--- src/rtl/demux32_pkg.sv ---
// Shared constants and state type for the 32-lane collector.
// Optional feature macro used by this block: DEMUX32_AUTO_SEL_EN.
package demux32_pkg;

    localparam int unsigned N_LANES = 32;
    localparam int unsigned SEL_W   = 5;

    localparam logic [N_LANES-1:0] MASK_ALL = '1;

    typedef enum logic [0:0] {
        FILL,
        HOLD
    } state_e;

endpackage

--- src/rtl/demux_32_dec.sv ---
// Combinational 5-to-32 one-hot decoder with enable; drives lane write enables.
module demux_32_dec
    import demux32_pkg::*;
(
    input  logic               en,
    input  logic [SEL_W-1:0]   sel,
    output logic [N_LANES-1:0] onehot
);

    always_comb begin
        onehot = '0;
        if (en) begin
            onehot[sel] = 1'b1;
        end
    end

endmodule

--- src/rtl/demux_32_collect.sv ---
// Collects narrow beats into a 32-lane word with a written-lane mask, valid/ready on both sides.
// Optional macro DEMUX32_AUTO_SEL_EN: lane comes from an internal write pointer instead of in_sel.
module demux_32_collect
    import demux32_pkg::*;
#(
    parameter int unsigned WIDTH = 1
) (
    input  logic                       clk,
    input  logic                       rst,
    input  logic                       in_valid,
    output logic                       in_ready,
    input  logic [WIDTH-1:0]           in_data,
    input  logic [SEL_W-1:0]           in_sel,
    input  logic                       in_last,
    output logic                       out_valid,
    input  logic                       out_ready,
    output logic [N_LANES*WIDTH-1:0]   out_data,
    output logic [N_LANES-1:0]         out_mask
);

    state_e                     state_q, state_d;
    logic [N_LANES*WIDTH-1:0]   data_q, data_d;
    logic [N_LANES-1:0]         mask_q, mask_d;
    logic [N_LANES-1:0]         lane_we;
    logic [SEL_W-1:0]           lane_sel;
    logic                       beat;
    logic                       xfer;
    logic                       complete;

`ifdef DEMUX32_AUTO_SEL_EN
    logic [SEL_W-1:0] ptr_q, ptr_d;
    logic             unused_sel;

    assign unused_sel = ^in_sel;
    assign lane_sel   = ptr_q;
`else
    assign lane_sel   = in_sel;
`endif

    // out_ready -> in_ready is combinational so a draining word can overlap the next beat.
    assign out_valid = (state_q == HOLD);
    assign in_ready  = (state_q == FILL) || out_ready;
    assign beat      = in_valid && in_ready;
    assign xfer      = out_valid && out_ready;
    assign out_data  = data_q;
    assign out_mask  = mask_q;

    demux_32_dec u_dec (
        .en     (beat),
        .sel    (lane_sel),
        .onehot (lane_we)
    );

    always_comb begin
        state_d = state_q;
        data_d  = data_q;
        mask_d  = mask_q;

        // A transfer clears first, so a same-cycle beat becomes lane one of the next word.
        if (xfer) begin
            data_d  = '0;
            mask_d  = '0;
            state_d = FILL;
        end

        for (int k = 0; k < int'(N_LANES); k++) begin
            if (lane_we[k]) begin
                data_d[k*WIDTH +: WIDTH] = in_data;
            end
        end
        mask_d = mask_d | lane_we;

        complete = beat && (in_last || (mask_d == MASK_ALL)
`ifdef DEMUX32_AUTO_SEL_EN
                   || (ptr_q == SEL_W'(N_LANES - 1))
`endif
                   );

        if (complete) begin
            state_d = HOLD;
        end
    end

`ifdef DEMUX32_AUTO_SEL_EN
    always_comb begin
        ptr_d = ptr_q;
        if (complete) begin
            ptr_d = '0;
        end else if (beat) begin
            ptr_d = ptr_q + 1'b1;
        end
    end
`endif

    always_ff @(posedge clk) begin
        if (rst) begin
            state_q <= FILL;
            data_q  <= '0;
            mask_q  <= '0;
`ifdef DEMUX32_AUTO_SEL_EN
            ptr_q   <= '0;
`endif
        end else begin
            state_q <= state_d;
            data_q  <= data_d;
            mask_q  <= mask_d;
`ifdef DEMUX32_AUTO_SEL_EN
            ptr_q   <= ptr_d;
`endif
        end
    end

endmodule

--- config.mk ---
export PLATFORM = sky130hd
export DESIGN_NAME = demux_32_collect
export DESIGN_NICKNAME = d
export VERILOG_FILES = /design/src/rtl/demux32_pkg.sv /design/src/rtl/demux_32_dec.sv /design/src/rtl/demux_32_collect.sv
export SDC_FILE = /design/constraint.sdc
export NUM_CORES = 1
export LEC_CHECK = 0
export ABC_AREA = 1
export CAP_MARGIN = 5
export CORE_ASPECT_RATIO = 0.8
export CORE_MARGIN = 3
export CORE_UTILIZATION = 47
export DETAILED_ROUTE_END_ITERATION = 6
export GPL_ROUTABILITY_DRIVEN = 0
export PLACE_DENSITY_LB_ADDON = 0.3
export SLEW_MARGIN = 20
export SYNTH_ARGS = -nofsm -noshare
export SYNTH_HDL_FRONTEND = slang
export SYNTH_SLANG_ARGS = --single-unit
--- constraint.sdc ---
create_clock -name clk -period 4.1 [get_ports clk]
set_input_delay 0.41 -clock clk [delete_from_list [all_inputs] [get_ports clk]]
set_output_delay 0.41 -clock clk [all_outputs]
set_load 0.005 [all_outputs]
==> results.sh <==
export IMPL_status="completed"
export IMPL_arrival_ps=2470
export IMPL_wire_per_inst_um=13.5
export IMPL_fin_crit_sh=0.537
export IMPL_critPathSlowestCell="clkdlybuf4s50_1"
export IMPL_synth_most_common_cell="nand2_1"
export IMPL_syn_avg_cell_area_sq_um=7.06
export IMPL_port_buffers=76
export IMPL_postRouteAntennaNets=0
export IMPL_fill_cells=473
export IMPL_fp_dieH_um=74.6
export IMPL_die_x_um=91.8
export IMPL_cp_top_family="simple AND/OR/NAND/NOR gates"
export IMPL_synth_cells=392
export IMPL_seq_area_frac_synth=0.470
export IMPL_path_class="in2reg"
export IMPL_synth_warning_count=0
export IMPL_final_nets=471
export IMPL_crit_top_cell="nand2_1"
export IMPL_holdWs_ps=479
export IMPL_synth_seq_cells=65
export IMPL_post_synth_num_cell_types=21
export IMPL_setup_violations=0
export IMPL_cts_resized=0
export IMPL_area_growth_pct=34.0
export IMPL_r2r_start="out_valid"
export IMPL_cts_buffers=9
export IMPL_fin_cells=542
export IMPL_hold_depth=2
export IMPL_cellPowerDensity_nw_per_um2=323
export IMPL_start_kind="primary input"
export IMPL_min_from="out_data[30]"
export IMPL_min_to="out_data[30]"
export IMPL_crit_path_max_incr_delay_ps=520
export IMPL_finalHoldViolations=0
export IMPL_drv_slew=0
export IMPL_insertion_delay_ps=340
export IMPL_rsz0062_at_grt="no"
export IMPL_fin_util=0.667
export IMPL_antenna_cells=0
export IMPL_critPathBufInv=3
export IMPL_hold_path_class="reg2reg"
export IMPL_via_count=2770
export IMPL_initial_core_util=0.498
export IMPL_rows=24
export IMPL_synth_top_area_cell="dfxtp_1"
export IMPL_finalWirelength_um=7300
export IMPL_cp_required_ps=4370
export IMPL_cts_sinks=65
export IMPL_drive_gt1_frac=0.0517
export IMPL_drt_pass1_iterations=5
export IMPL_holdBufCountCts=0
export IMPL_drtIter0Drc=193
export IMPL_syn_area_sq_um=2770
export IMPL_core_sq_um=5560
export IMPL_cts_path_max_buffers=2
export IMPL_ys_top_cells_by_area="dfxtp_1 47%, nand2_1 16%, nand3_1 12%"
export IMPL_die_area_sq_um=6850
export IMPL_post_place_ws_ps=1380
export IMPL_synth_top_flop_cell="dfxtp_1"
export IMPL_rr_endpoint="out_valid"
export IMPL_endpoint_kind="register"
export IMPL_maxCapViolCount=0
export IMPL_layout_min_cycle_time_ps=2200
export IMPL_routed_via_density=5.11
export IMPL_max_freq_ghz=0.454
export IMPL_leakage_nw=1.41
export IMPL_path_clk_slew_ps=70
export IMPL_grt_pass1_vias=2428
export IMPL_fin_ws_ps=1900
export IMPL_drc=0
export IMPL_dp_cells=527
export IMPL_reg2reg_slack_ps=2160
export IMPL_boundaryPins=77
export IMPL_synth_edff_count=0
export IMPL_peakVddDrop_uv=204
export IMPL_crit_chain="clkdlybuf4s50_1, inv_1, nand2_2, nand2_4, inv_2, nand2_1, nand2_1, nand2_1, nor2_1, nand2_1, nor2_1, nand2_1, nand2_1, nand2_1, a21oi_1"
export IMPL_grt_overflow=0
export IMPL_synth_nets=403
export IMPL_antenna_found_initial=0
export IMPL_synthTopCellsByCount="120 x nand2_1, 67 x nand3_1, 65 x dfxtp_1"
export IMPL_synth_top_area_frac=0.470
export IMPL_finalSetupTns_ps=0
export IMPL_relSlewSlack=0.559
export IMPL_h_tree_depth=3
export IMPL_dp_hpwl_um=5000
export IMPL_cts_tree="built"
export IMPL_grtUsageTotal=0.218
export IMPL_worst_pin_slew_ps=662
export IMPL_grt_pass1_wl_um=11700
export IMPL_finClkSkew_ps=3.52
export IMPL_cts_setup_buffers=0
export IMPL_cts_root_buf="clkbuf_8"
export IMPL_grt_max_degree=66
export IMPL_synthArstFlopShare=0
export IMPL_worstPathMaxFanout=30
export IMPL_rr_worst_depth=13
-- sequential cells by signal, indices dropped and copies added (netlist names) --
signal / cells
out_data: 32
out_mask: 32
out_valid: 1
-- through the flow --
| step | power (mW) | cell area [sq um] |
|---|---|---|
| final | 1.20 | 3710 |
| after CTS | 1.21 | 3700 |
| after floorplan | 0.712 | 2770 |
| after global placement | 0.748 | 3540 |
| after global routing | 1.25 | 3710 |
| after detailed placement | 0.749 | 3540 |
-- routing by layer --
layer,GRT usage,routed length [um],vias up
met5,0,0,-
met4,0.0659,65,0
met3,0.0689,464,9
met2,0.339,3360,81
met1,0.296,3410,1240
li1,-,-,1440
-- worst max-delay path by stage --
stage	startpoint	endpoint	slack [ps]	cells after the start
after CTS	out_ready	out_valid	1730	12
after global routing	out_ready	out_valid	1670	15
after floorplan	out_ready	out_valid	2530	12
final	out_ready	out_valid	1900	15
after detailed placement	out_ready	out_valid	1380	12
after global placement	out_ready	out_valid	1430	12
-- tightest hold or removal path, delay by kind of cell (launching register included) --
family / cells / cell delay (ps)
AO/OA/AOI/OAI: 1 / 50
flip-flops: 1 / 310
AND/OR/NAND/NOR: 1 / 70
-- power breakdown --
group	switching [mW]	total (mW)	internal [mW]
registers	0.00408	0.642	0.638
clock network	0.232	0.463	0.231
logic	0.0630	0.0937	0.0307
-- placed cells by master (no fill, tap or decap) --
master	count
a22oi_1	2
clkbuf_8	10
nand2_2	1
nor2_4	3
a21oi_1	61
nor3_1	4
clkinvlp_4	1
o21bai_1	1
and2_1	1
buf_4	1
nor3_4	1
inv_1	14
dfxtp_1	65
clkbuf_1	2
nor2_2	1
nand3_1	67
o21ai_0	1
nand2_1	119
nand2_4	2
buf_2	1
inv_2	1
clkdlybuf4s50_1	74
clkinv_2	2
nor2_1	29
-- logic make-up after synthesis --
group | count (synthesis) | share of synthesized area
AOI/OAI and AO/OA | 65 | 0.120
and+or+nand+nor | 228 | 0.360
DFF | 65 | 0.470
buffers and inverters | 34 | 0.0497
-- final cells by class --
class / instances / area [sq um] / area share
multi-input cells: 293 / 1340 / 0.360
flip-flops and latches: 65 / 1300 / 0.351
repair buffers: 76 / 753 / 0.203
clock buffers: 12 / 145 / 0.0392
well taps: 78 / 97.6 / 0.0263
inverters: 15 / 56.3 / 0.0152
clock inverters: 3 / 17.5 / 0.00473
Note: power is estimated with default switching activity, not from simulation.
